<file path="src/rtl/exec_wb_arbiter_if.sv">
// exec_wb_arbiter_if
//   Bundles the execute-pipe result handshake and the writeback/state-update
//   output bus of exec_wb_arbiter.
//   master : the execute pipes / environment (drives src_*, reads ready and outputs)
//   slave  : the arbiter (reads src_*, drives src_ready, wb_*, su_*)
//   Source side : src_valid/src_ready handshake plus prd, wen, data, rob_idx,
//                 mispred, exc payload, one lane per execute pipe.
//   Output side : wb_valid/wb_wen/wb_prd/wb_data register-file writeback and
//                 su_valid/su_rob_idx/su_mispred/su_exc ROB update, one lane per port.
interface exec_wb_arbiter_if #(
  parameter int NUM_SRC = 4,
  parameter int NUM_WB  = 3,
  parameter int PREG_W  = 7,
  parameter int ROB_W   = 6
);
  logic [NUM_SRC-1:0]             src_valid;
  logic [NUM_SRC-1:0]             src_ready;
  logic [NUM_SRC-1:0][PREG_W-1:0] src_prd;
  logic [NUM_SRC-1:0]             src_wen;
  logic [NUM_SRC-1:0][31:0]       src_data;
  logic [NUM_SRC-1:0][ROB_W-1:0]  src_rob_idx;
  logic [NUM_SRC-1:0]             src_mispred;
  logic [NUM_SRC-1:0]             src_exc;

  logic [NUM_WB-1:0]              wb_valid;
  logic [NUM_WB-1:0]              wb_wen;
  logic [NUM_WB-1:0][PREG_W-1:0]  wb_prd;
  logic [NUM_WB-1:0][31:0]        wb_data;
  logic [NUM_WB-1:0]              su_valid;
  logic [NUM_WB-1:0][ROB_W-1:0]   su_rob_idx;
  logic [NUM_WB-1:0]              su_mispred;
  logic [NUM_WB-1:0]              su_exc;

  modport master (
    output src_valid, src_prd, src_wen, src_data, src_rob_idx, src_mispred, src_exc,
    input  src_ready,
    input  wb_valid, wb_wen, wb_prd, wb_data, su_valid, su_rob_idx, su_mispred, su_exc
  );

  modport slave (
    input  src_valid, src_prd, src_wen, src_data, src_rob_idx, src_mispred, src_exc,
    output src_ready,
    output wb_valid, wb_wen, wb_prd, wb_data, su_valid, su_rob_idx, su_mispred, su_exc
  );
endinterface

</file>
<file path="src/rtl/exec_wb_arbiter.sv">
// exec_wb_arbiter
//   Collects results from the execute pipes (ALU-1, ALU-2, MUL, AGU) through a
//   small per-source skid FIFO and funnels up to NUM_WB of them per cycle onto
//   the registered writeback and ROB state-update ports, round-robin.
//   clk   : clock, all state updates on the rising edge
//   rst   : asynchronous active-low reset
//   flush : squashes every buffered and registered result
//   bus   : exec_wb_arbiter_if.slave (source handshake in, wb/su ports out);
//           its parameters must match the ones given here.
module exec_wb_arbiter #(
  parameter int NUM_SRC   = 4,
  parameter int NUM_WB    = 3,
  parameter int PREG_W    = 7,
  parameter int ROB_W     = 6,
  parameter int BUF_DEPTH = 2
) (
  input  logic               clk,
  input  logic               rst,
  input  logic               flush,
  exec_wb_arbiter_if.slave   bus
);
  localparam int PTR_W = $clog2(BUF_DEPTH);
  localparam int CNT_W = $clog2(BUF_DEPTH + 1);
  localparam int SRC_W = $clog2(NUM_SRC);
  localparam int GNT_W = $clog2(NUM_WB + 1);

  typedef struct packed {
    logic [PREG_W-1:0] prd;
    logic              wen;
    logic [31:0]       data;
    logic [ROB_W-1:0]  rob_idx;
    logic              mispred;
    logic              exc;
  } entry_t;

  entry_t           mem     [NUM_SRC][BUF_DEPTH];
  entry_t           head    [NUM_SRC];
  logic [PTR_W-1:0] rd_ptr  [NUM_SRC];
  logic [PTR_W-1:0] wr_ptr  [NUM_SRC];
  logic [CNT_W-1:0] count   [NUM_SRC];
  logic [SRC_W-1:0] rr_ptr, rr_next;

  logic [NUM_SRC-1:0]            push, grant, not_empty;
  logic [NUM_WB-1:0]             port_vld;
  logic [NUM_WB-1:0][SRC_W-1:0]  port_src;
  logic [GNT_W-1:0]              n_gnt;
  logic [SRC_W-1:0]              idx;
  entry_t                        sel;

  logic [NUM_WB-1:0]             nxt_valid, nxt_wen, nxt_mispred, nxt_exc;
  logic [NUM_WB-1:0][PREG_W-1:0] nxt_prd;
  logic [NUM_WB-1:0][31:0]       nxt_data;
  logic [NUM_WB-1:0][ROB_W-1:0]  nxt_rob_idx;

  // Ready is a pure function of the registered count, so a full FIFO stays
  // not-ready even in the cycle its head is popped.
  always_comb begin
    for (int i = 0; i < NUM_SRC; i++) begin
      bus.src_ready[i] = (count[i] < CNT_W'(BUF_DEPTH)) && rst;
      push[i]          = bus.src_valid[i] && bus.src_ready[i] && !flush;
      not_empty[i]     = (count[i] != '0);
      head[i]          = mem[i][rd_ptr[i]];
    end
  end

  // Round-robin scan starting at rr_ptr; the first grant lands on port 0.
  always_comb begin
    // NOTE: every combinationally written signal gets a default first so no
    // path through the loop can leave it unassigned and infer a latch.
    grant    = '0;
    port_vld = '0;
    port_src = '0;
    rr_next  = rr_ptr;
    n_gnt    = '0;
    idx      = '0;
    for (int j = 0; j < NUM_SRC; j++) begin
      idx = SRC_W'((int'(rr_ptr) + j) % NUM_SRC);
      if (not_empty[idx] && (n_gnt < GNT_W'(NUM_WB))) begin
        grant[idx]      = 1'b1;
        port_vld[n_gnt] = 1'b1;
        port_src[n_gnt] = idx;
        rr_next         = SRC_W'((int'(idx) + 1) % NUM_SRC);
        n_gnt           = n_gnt + GNT_W'(1);
      end
    end
  end

  // Unused ports and flushed cycles load all-zero payloads.
  always_comb begin
    nxt_valid   = '0;
    nxt_wen     = '0;
    nxt_prd     = '0;
    nxt_data    = '0;
    nxt_rob_idx = '0;
    nxt_mispred = '0;
    nxt_exc     = '0;
    sel         = '0;
    for (int k = 0; k < NUM_WB; k++) begin
      if (port_vld[k] && !flush) begin
        sel            = head[port_src[k]];
        nxt_valid[k]   = 1'b1;
        // Writes to p0 are suppressed; the ROB update still fires.
        nxt_wen[k]     = sel.wen && (sel.prd != '0);
        nxt_prd[k]     = sel.prd;
        nxt_data[k]    = sel.data;
        nxt_rob_idx[k] = sel.rob_idx;
        nxt_mispred[k] = sel.mispred;
        nxt_exc[k]     = sel.exc;
      end
    end
  end

  // FIFO storage carries no reset: validity is tracked by count alone.
  always_ff @(posedge clk) begin
    for (int i = 0; i < NUM_SRC; i++) begin
      if (push[i]) begin
        // NOTE: sequential state uses non-blocking assignments so every
        // register samples pre-edge values regardless of process order.
        mem[i][wr_ptr[i]] <= '{prd:     bus.src_prd[i],
                               wen:     bus.src_wen[i],
                               data:    bus.src_data[i],
                               rob_idx: bus.src_rob_idx[i],
                               mispred: bus.src_mispred[i],
                               exc:     bus.src_exc[i]};
      end
    end
  end

  always_ff @(posedge clk or negedge rst) begin
    if (!rst) begin
      rr_ptr <= '0;
      for (int i = 0; i < NUM_SRC; i++) begin
        rd_ptr[i] <= '0;
        wr_ptr[i] <= '0;
        count[i]  <= '0;
      end
    end else if (flush) begin
      rr_ptr <= '0;
      for (int i = 0; i < NUM_SRC; i++) begin
        rd_ptr[i] <= '0;
        wr_ptr[i] <= '0;
        count[i]  <= '0;
      end
    end else begin
      rr_ptr <= rr_next;
      for (int i = 0; i < NUM_SRC; i++) begin
        if (push[i])  wr_ptr[i] <= wr_ptr[i] + PTR_W'(1);
        if (grant[i]) rd_ptr[i] <= rd_ptr[i] + PTR_W'(1);
        case ({push[i], grant[i]})
          2'b10:   count[i] <= count[i] + CNT_W'(1);
          2'b01:   count[i] <= count[i] - CNT_W'(1);
          default: count[i] <= count[i];
        endcase
      end
    end
  end

  always_ff @(posedge clk or negedge rst) begin
    if (!rst) begin
      bus.wb_valid   <= '0;
      bus.wb_wen     <= '0;
      bus.wb_prd     <= '0;
      bus.wb_data    <= '0;
      bus.su_valid   <= '0;
      bus.su_rob_idx <= '0;
      bus.su_mispred <= '0;
      bus.su_exc     <= '0;
    end else begin
      bus.wb_valid   <= nxt_valid;
      bus.wb_wen     <= nxt_wen;
      bus.wb_prd     <= nxt_prd;
      bus.wb_data    <= nxt_data;
      bus.su_valid   <= nxt_valid;
      bus.su_rob_idx <= nxt_rob_idx;
      bus.su_mispred <= nxt_mispred;
      bus.su_exc     <= nxt_exc;
    end
  end
endmodule

</file>
<file path="src/flat_wrapper.sv">
// flat-port wrapper written by rule: the top's interface ports become plain ports
module exec_wb_arbiter_flat 
#(
  parameter int NUM_SRC   = 4,
  parameter int NUM_WB    = 3,
  parameter int PREG_W    = 7,
  parameter int ROB_W     = 6,
  parameter int BUF_DEPTH = 2
)
  (clk, rst, flush, bus_src_valid, bus_src_prd, bus_src_wen, bus_src_data, bus_src_rob_idx, bus_src_mispred, bus_src_exc, bus_src_ready, bus_wb_valid, bus_wb_wen, bus_wb_prd, bus_wb_data, bus_su_valid, bus_su_rob_idx, bus_su_mispred, bus_su_exc);
  exec_wb_arbiter_if #(.NUM_SRC(NUM_SRC), .NUM_WB(NUM_WB), .PREG_W(PREG_W), .ROB_W(ROB_W)) bus_i ();
  input  logic clk;
  input  logic rst;
  input  logic flush;
  input wire logic [$bits(bus_i.src_valid)-1:0] bus_src_valid;
  input wire logic [$bits(bus_i.src_prd)-1:0] bus_src_prd;
  input wire logic [$bits(bus_i.src_wen)-1:0] bus_src_wen;
  input wire logic [$bits(bus_i.src_data)-1:0] bus_src_data;
  input wire logic [$bits(bus_i.src_rob_idx)-1:0] bus_src_rob_idx;
  input wire logic [$bits(bus_i.src_mispred)-1:0] bus_src_mispred;
  input wire logic [$bits(bus_i.src_exc)-1:0] bus_src_exc;
  output wire logic [$bits(bus_i.src_ready)-1:0] bus_src_ready;
  output wire logic [$bits(bus_i.wb_valid)-1:0] bus_wb_valid;
  output wire logic [$bits(bus_i.wb_wen)-1:0] bus_wb_wen;
  output wire logic [$bits(bus_i.wb_prd)-1:0] bus_wb_prd;
  output wire logic [$bits(bus_i.wb_data)-1:0] bus_wb_data;
  output wire logic [$bits(bus_i.su_valid)-1:0] bus_su_valid;
  output wire logic [$bits(bus_i.su_rob_idx)-1:0] bus_su_rob_idx;
  output wire logic [$bits(bus_i.su_mispred)-1:0] bus_su_mispred;
  output wire logic [$bits(bus_i.su_exc)-1:0] bus_su_exc;
  assign bus_i.src_valid = bus_src_valid;
  assign bus_i.src_prd = bus_src_prd;
  assign bus_i.src_wen = bus_src_wen;
  assign bus_i.src_data = bus_src_data;
  assign bus_i.src_rob_idx = bus_src_rob_idx;
  assign bus_i.src_mispred = bus_src_mispred;
  assign bus_i.src_exc = bus_src_exc;
  assign bus_src_ready = bus_i.src_ready;
  assign bus_wb_valid = bus_i.wb_valid;
  assign bus_wb_wen = bus_i.wb_wen;
  assign bus_wb_prd = bus_i.wb_prd;
  assign bus_wb_data = bus_i.wb_data;
  assign bus_su_valid = bus_i.su_valid;
  assign bus_su_rob_idx = bus_i.su_rob_idx;
  assign bus_su_mispred = bus_i.su_mispred;
  assign bus_su_exc = bus_i.su_exc;
  exec_wb_arbiter #(.NUM_SRC(NUM_SRC), .NUM_WB(NUM_WB), .PREG_W(PREG_W), .ROB_W(ROB_W), .BUF_DEPTH(BUF_DEPTH)) u_core (.clk(clk), .rst(rst), .flush(flush), .bus(bus_i));
endmodule
</file>
<file path="config.mk">
export PLATFORM = sky130hd
export DESIGN_NAME = exec_wb_arbiter_flat
export DESIGN_NICKNAME = d
export VERILOG_FILES = /design/src/rtl/exec_wb_arbiter_if.sv /design/src/rtl/exec_wb_arbiter.sv /design/src/flat_wrapper.sv
export SDC_FILE = /design/constraint.sdc
export NUM_CORES = 1
export LEC_CHECK = 0
export ABC_AREA = 1
export CAP_MARGIN = 15
export CELL_PAD_IN_SITES_DETAIL_PLACEMENT = 1
export CELL_PAD_IN_SITES_GLOBAL_PLACEMENT = 1
export CORE_MARGIN = 3
export CORE_UTILIZATION = 39
export CTS_CLUSTER_DIAMETER = 150
export CTS_CLUSTER_SIZE = 14
export DETAILED_ROUTE_END_ITERATION = 8
export GPL_TIMING_DRIVEN = 1
export MAX_ROUTING_LAYER = met4
export PLACE_DENSITY = 0.86
export SYNTH_ARGS = -nofsm -noshare
export SYNTH_HDL_FRONTEND = slang
export SYNTH_SLANG_ARGS = --single-unit
</file>
<file path="constraint.sdc">
create_clock -name clk -period 3.18 [get_ports clk]
set_input_delay 0.636 -clock clk [delete_from_list [all_inputs] [get_ports clk]]
set_output_delay 0.636 -clock clk [all_outputs]
set_load 0.05 [all_outputs]
</file>
=== Yosys cells after proc, flatten, opt, wreduce, memory -nomap -nowiden ===
Memory sizes are Yosys's and may differ from the RTL's.
Cells that the tools add are included.

* Order comparisons: 36
* Bitwise logic cells: 17
* Multiplexer cells: 124
* Equal/unequal tests: 8
* Reductions and logical operators: 53
* $add $sub $neg: 24

{| class="wikitable"
|+ Operators with widths
! operator !! count
|-
| $mux W48 || 22
|-
| $mux W96 || 4
|-
| $bmux W48 S2 || 3
|-
| $demux W48 S1 || 4
|-
| $mux W32 || 3
|-
| $mux W1 || 37
|-
| $mux W6 || 6
|-
| $logic_and A1 B1 Y1 || 32
|-
| $mux W4 || 6
|-
| $reduce_bool A2 Y1 || 12
|-
| $mux W2 || 11
|-
| $mux W7 || 3
|-
| $reduce_bool A7 Y1 || 3
|-
| $add A2 B1 Y2 const B || 9
|-
| $bwmux W6 || 3
|-
| $lt A2 B3 Y1 const B || 6
|-
| $ge A2 B2 Y1 const B || 8
|-
| $not A1 Y2 || 8
|-
| $pmux W2 S2 || 4
|-
| $demux W1 S2 || 7
|-
| $demux W2 S2 || 3
|-
| $ge A2 B1 Y1 const B || 6
|-
| $lt A2 B2 Y1 const B || 6
|-
| $or A4 B4 Y4 || 3
|-
| other kinds (20) || 53
|}

* Memories kept: 1
* Memory bits (writable): 384
* Output and inout bits: 154
* Flip-flop bits (word level): 165
* Input port bits: 199
* Word-level logic and storage cells: 289

{| class="wikitable"
|+ Memory list
! name !! words !! bits a word !! read ports !! clocked after memory_dff !! write ports !! RTL line !! source
|-
| u_core.mem || 4 || 96 || 4 || 0 || 4 || exec_wb_arbiter.sv:36 || <nowiki>entry_t mem [NUM_SRC][BUF_DEPTH];</nowiki>
|}

=== Logic depth before layout (Yosys ltp) ===
* Depth in word-level cells: 23
* Depth in mapped cells: 23
* Mapped depth without buffers: 20

=== Least setup slack after synthesis ===
No wires, ideal clock.

* Kind: input to register
* Start point: input port rst
* End point: memory u_core.mem[2][48] (netlist name), enable pin
* Stages: 6
* Setup slack: -1.105 ns
* Data required time: 2.726 ns
* Arrival: 3.831 ns
* Path through: inv_1 nor2_1 nand2_1 nor2_1 inv_1 nor2_1

{| class="wikitable"
|+ RTL lines
! element !! RTL line !! source
|-
| start, declared || flat_wrapper.sv:13 || <nowiki>input logic rst;</nowiki>
|-
| end, declared || exec_wb_arbiter.sv:36 ||
|}

==> qor.yml <==
floorplanning:
  rows: 90
  pin_count: 353
  die_h_um: 255
  dieArea_sq_um: 65100
  core_sq_um: 60900
  start_util: 0.397
  die_w_um: 255
flow_run:
  max_cap_viol_count: 0
place:
  hpwlAfterDp_um: 60700
  gp_congestion: 0.889
  dpl_worst_slack_ns: -0.138
  portBuffers: 352
  place_inst: 3316
critical_path:
  reg2regPathDepth: 17
  crit_required_ns: 3.67
  rr_endpoint: "u_core.bus.wb_data[72]"
  crit_path_start_kind: "register"
  arrival_ns: 3.66
  endpoint_kind: "register"
  cp_max_fo: 20
  timing.rr.start: "u_core.rr_ptr[0]"
  reg2reg_slack_ns: 0.003
  path_class: "register to register"
min_path:
  holdCritPathClass: "primary input to asynchronous set/reset pin"
synth:
  synth.cell_area_sq_um: 24200
  synthTopCellsByArea: "edfxtp_1, dfrtp_1, nand2_1"
  syn_inst: 2180
  synth_top_area_frac: 0.476
  synth_largest_area_cell: "edfxtp_1"
  synthFlopType: "edfxtp_1"
  ys_seq_area_frac: 0.647
  synth_common_cells: "nand2_1, edfxtp_1, nor2_1"
  synth_most_common_cell: "nand2_1"
  syn-num-nets: 2394
  synth.avg_cell_area_sq_um: 11.1
  synth_cell_type_count: 45
  synth_edf_count: 384
  async_flop_share: 0.301
  yosysWarnings: 0
  synth_seq_cells: 549
global_routing:
  grt_pass1_wl_um: 134000
  grt_max_degree: 70
  first_global_vias: 21100
  antenna_found_initial: 9
  grt_use_total: 0.290
  gr-total-overflow: 0
routing:
  viasPerCell: 5.80
  antenna_left: 0
  vias: 20100
  wl_um: 98500
  drcViolationCount: 0
  drt_first_pass_iters: 6
  drt_iter0_drc: 2022
  routedWlPerCell_um: 28.5
timing:
  fin_skew_ns: 0.0277
  hold_viol_final: 0
  rsz0062_at_grt: "yes"
  fmax_ghz: 0.315
  finalSetupViolCount: 0
  max-slew-margin-rel: 0.317
  worstMarginPinSlew_ns: 1.02
  fin_crit_ns: 3.18
  period_share: 0.999
  layout_setup_ws_ns: 0.00302
  maxSlewViolCount: 0
finish:
  drive_gt1_frac: 0.130
  layout.nets: 2796
  fin_cells: 3454
  syn2layout_area_growth_pct: 31.1
clock_tree:
  cts_tree: "built"
  clockBufferDepth: 3
  htree_levels: 2
  cts-root-buf: "clkbuf_16"
  cts.sinks: 549
  clk_latency_ns: 0.59
  cts_buffers: 45
  clk_pin_slew_ns: 0.07
  postCtsHoldBufs: 0
run_status:
  status: "finished clean"
-- cell type report --
class / count / area, sq um
Sequential cell: 549 / 15700
Tap cell: 828 / 1040
Antenna cell: 8 / 20.0
Fill cell: 6383 / 29200
Inverter: 48 / 205
Multi-Input combinational cell: 1447 / 7980
Clock inverter: 2 / 32.5
Clock buffer: 81 / 1280
Timing Repair Buffer: 491 / 5500
-- worst max-delay path by stage --
stage	from	to	slack, ns
after global placement	u_core.rr_ptr[0]	u_core.bus.wb_data[90]	-0.08
after global routing	u_core.rr_ptr[0]	u_core.bus.wb_wen[2]	-0.13
after detailed placement	u_core.rr_ptr[0]	u_core.bus.wb_data[50]	-0.14
after CTS	u_core.rr_ptr[0]	u_core.bus.wb_wen[2]	-0.01
after floorplan	u_core.rr_ptr[0]	u_core.bus.wb_data[95]	0.01
final	u_core.rr_ptr[0]	u_core.bus.wb_data[72]	0.003
-- critical path, cell delays in order (launching register included) --
cell	delay, ns
dfrtp_1	0.41
inv_2	0.08
ha_4	0.33
inv_4	0.05
nand2_4	0.07
nand2_4	0.07
fa_2	0.63
inv_4	0.06
nor2_8	0.17
inv_4	0.07
nor2_4	0.14
buf_6	0.12
o21ai_4	0.06
buf_12	0.16
buf_6	0.17
nand2_1	0.09
nand3_1	0.12
a21oi_2	0.26
-- registers in the layout, summed over array words and instances (netlist names) --
name	flops
u_core.bus.wb_wen	3
u_core.bus.wb_prd	21
u_core.mem	384
u_core.count	8
u_core.rr_ptr	2
u_core.rd_ptr	4
u_core.bus.su_mispred	3
u_core.bus.wb_valid	3
u_core.wr_ptr	4
u_core.bus.su_rob_idx	18
u_core.bus.su_exc	3
u_core.bus.wb_data	96
-- cell usage in the layout, fill, tap and decap left out, drive strengths merged --
master,instances
a21boi,1
a21o,1
a21oi,58
a221oi,2
and2,1
buf,128
bufbuf,1
clkbuf,96
clkdlybuf4s50,347
clkinv,9
dfrtp,165
diode,8
edfxtp,384
fa,1
ha,14
inv,41
mux2i,160
nand2,454
nand3,180
nand4,2
nor2,294
nor3,1
nor3b,2
o211ai,4
o21ai,182
o22ai,79
o31ai,1
or2,6
xnor2,3
xor2,1
-- repair_timing --
item | in CTS | in global routing
gates resized for setup | 16 | 113
setup buffers | 0 | 26
cloned | 3 | 18
pin swaps | 3 | 44
setup endpoints to repair | 71 | 136
-- kinds of logic (layout without fill, tap and decap cells) --
kind of cell,count (synthesis),count (layout),synth area share
adders and majority gates,15,15,0.00806
buffers and inverters,184,622,0.0403
DFF,549,549,0.647
xor gates and xnor gates,4,4,0.00145
and+or+nand+nor,940,940,0.164
other,0,8,0
muxes,160,160,0.0661
AOI/OAI and AO/OA,328,328,0.0737
-- per-stage QoR --
step	cell area, sq um	hold slack [ns]	TNS, ns	util
finish	31700	0.188	0	0.521
global route	31700	0.211	-2.36	0.521
CTS	30700	0.184	-0.0183	0.504
detailed placement	29200	0.556	-4.15	0.480
global placement	29200	0.527	-0.0822	0.480
floorplan	24300	0.340	0	-
-- routing by layer --
metal	part of all wire	track usage	up-vias
met4	0.050	0.118	0
met3	0.083	0.0466	352
met5	0	-	-
li1	-	-	8426
met1	0.38	0.350	9999
met2	0.49	0.487	1273
Power is not shown: default switching activity piles up to over one toggle a cycle in this logic, so the estimate is an artifact.
==> RTL change: new RTL, config.mk and constraints unchanged <==
`NUM_WB` is set to 3 in 3 places; all go to 2.
--- a/src/rtl/exec_wb_arbiter_if.sv
+++ b/src/rtl/exec_wb_arbiter_if.sv
@@ -9,7 +9,7 @@
 //                 su_valid/su_rob_idx/su_mispred/su_exc ROB update, one lane per port.
 interface exec_wb_arbiter_if #(
   parameter int NUM_SRC = 4,
-  parameter int NUM_WB  = 3,
+  parameter int NUM_WB  = 2,
   parameter int PREG_W  = 7,
   parameter int ROB_W   = 6
 );
--- a/src/rtl/exec_wb_arbiter.sv
+++ b/src/rtl/exec_wb_arbiter.sv
@@ -9,7 +9,7 @@
 //           its parameters must match the ones given here.
 module exec_wb_arbiter #(
   parameter int NUM_SRC   = 4,
-  parameter int NUM_WB    = 3,
+  parameter int NUM_WB    = 2,
   parameter int PREG_W    = 7,
   parameter int ROB_W     = 6,
   parameter int BUF_DEPTH = 2
--- a/src/flat_wrapper.sv
+++ b/src/flat_wrapper.sv
@@ -2,7 +2,7 @@
 module exec_wb_arbiter_flat 
 #(
   parameter int NUM_SRC   = 4,
-  parameter int NUM_WB    = 3,
+  parameter int NUM_WB    = 2,
   parameter int PREG_W    = 7,
   parameter int ROB_W     = 6,
   parameter int BUF_DEPTH = 2
Ports: changed (8 resized); port bits go from 353 to 303. The function was not compared with the original's and may differ.
==> RTL change against the original RTL <==
  * Worst setup slack better by 130 ps
  * Sequential cell count down 49
  * Count of clock-buffer cells in the layout down 7
  * Synthesized area down 13%
  * Wire length down 23%
  * Design area down 15%
Power is not shown: default switching activity piles up to over one toggle a cycle in this logic, so the estimate is an artifact.
==> RTL change: results (changes against the original RTL) <==
- Hold WC Path Type: in -> async
- Worst path top cell family by delay: simple AND/OR/NAND/NOR gates
- Crit path max-delay cell type: dfrtp_2
- Synth top area cells: edfxtp_1, dfrtp_1, mux2i_1
- CTS Buffer Depth: 3 (unchanged)
- Clock network latency to the later pin of the worst-skew pair: 570 ps (-20 ps)
- Largest net degree at the start of global routing: 68 (-2.9%)
- Post-CTS sizing: 10 (-6)
- Setup WS pre-CTS: -75.52 ps (+62.74 ps)
- CP arrival: 3510 ps (-150 ps)
- Final #Nets: 2256 (-19%)
- Fillcell total: 5451 (-15%)
- GPL Wtd Cong: 0.8584 (-3.5%)
- Placed cell count: 2679 (-19%)
- Internal reg-to-reg setup slack: 130 ps (+130 ps)
- Worst Tran Pin Value: 1086 ps (+61.79 ps)
- Initial antenna violation count: 11 (+2)
- Netlist cell types: 41 (-8.9%)
- Synth cell count leaders: edfxtp_1, nand2_1, nor2_1, mux2i_1, nand3_1
- Final WL: 76030 microns (-23%)
- Post-DP HPWL: 48710 microns (-20%)
- Port bufs: 302 (-14%)
- Vias in the first global route: 17030 (-19%)
- Async SR Flop Fraction: 0.2320 (-0.06855)
- Crit-path max FO: 31 (+55%)
- Largest stage delay on the critical path: 440 ps (-190 ps)
- Fin worst setup slack: 129.0 ps (+126.0 ps)
- WHS: 300.4 ps (+112.5 ps)
- Placed cell areas: 0.02536 sq mm (-13%)
- Drt initial violations: 1689 (-16%)
- Layout cell share with drive strength beyond 1: 0.08610 (-0.04377)
- Path depth of the worst reg2reg path: 16 (-1)
- Critical Path Sink: u_core.bus.wb_data[59]
- Vias/cell: 5.718 (-1.5%)
- First-pass GRT wire length: 108200 microns (-19%)
- Via count: 15890 (-21%)
- DRT Pass-1 Iters: 5 (-1)
- Number of CTS-inserted buffers: 41 (-8.9%)
- Run status: finished clean
- Total global routing track utilization: 0.2630 (-0.02679)
- Syn nets: 1942 (-19%)
- Clock skew: 11.28 ps (-16.42 ps)
- Avg Cell Area, Syn: 12.22 sq um (+10%)
- Sequential share of the synthesized area: 0.6820 (+0.03528)
RTL change: cell type report:
type	instances	area, sq um	share of cell area
Clock buffer	74	1192	0.04423
Multi-Input combinational cell	1086	6158	0.2284
Inverter	45	183.9	0.006822
Antenna cell	12	30.03	0.001114
Sequential cell	500	14450	0.5360
Tap cell	688	860.8	0.03193
Timing Repair Buffer	372	4046	0.1501
Clock inverter	2	38.79	0.001439
RTL change: layer usage:
layer	part of all wire	up-vias	track usage
met5	0	-	-
met2	0.50	800	0.4363
met3	0.069	179	0.04061
li1	-	6768	-
met1	0.40	8142	0.3306
met4	0.033	0	0.09126
RTL change: kinds of logic (layout without fill, tap and decap cells):
family	count (synthesis)	count (layout)	synth area share
other cells	0	12	0
compound gates	231	231	0.05971
flops	500	500	0.6820
xor+xnor	6	6	0.002483
simple gates	674	674	0.1364
fa+ha+maj	11	11	0.006503
mux	164	164	0.07757
buf+inv	146	493	0.03530
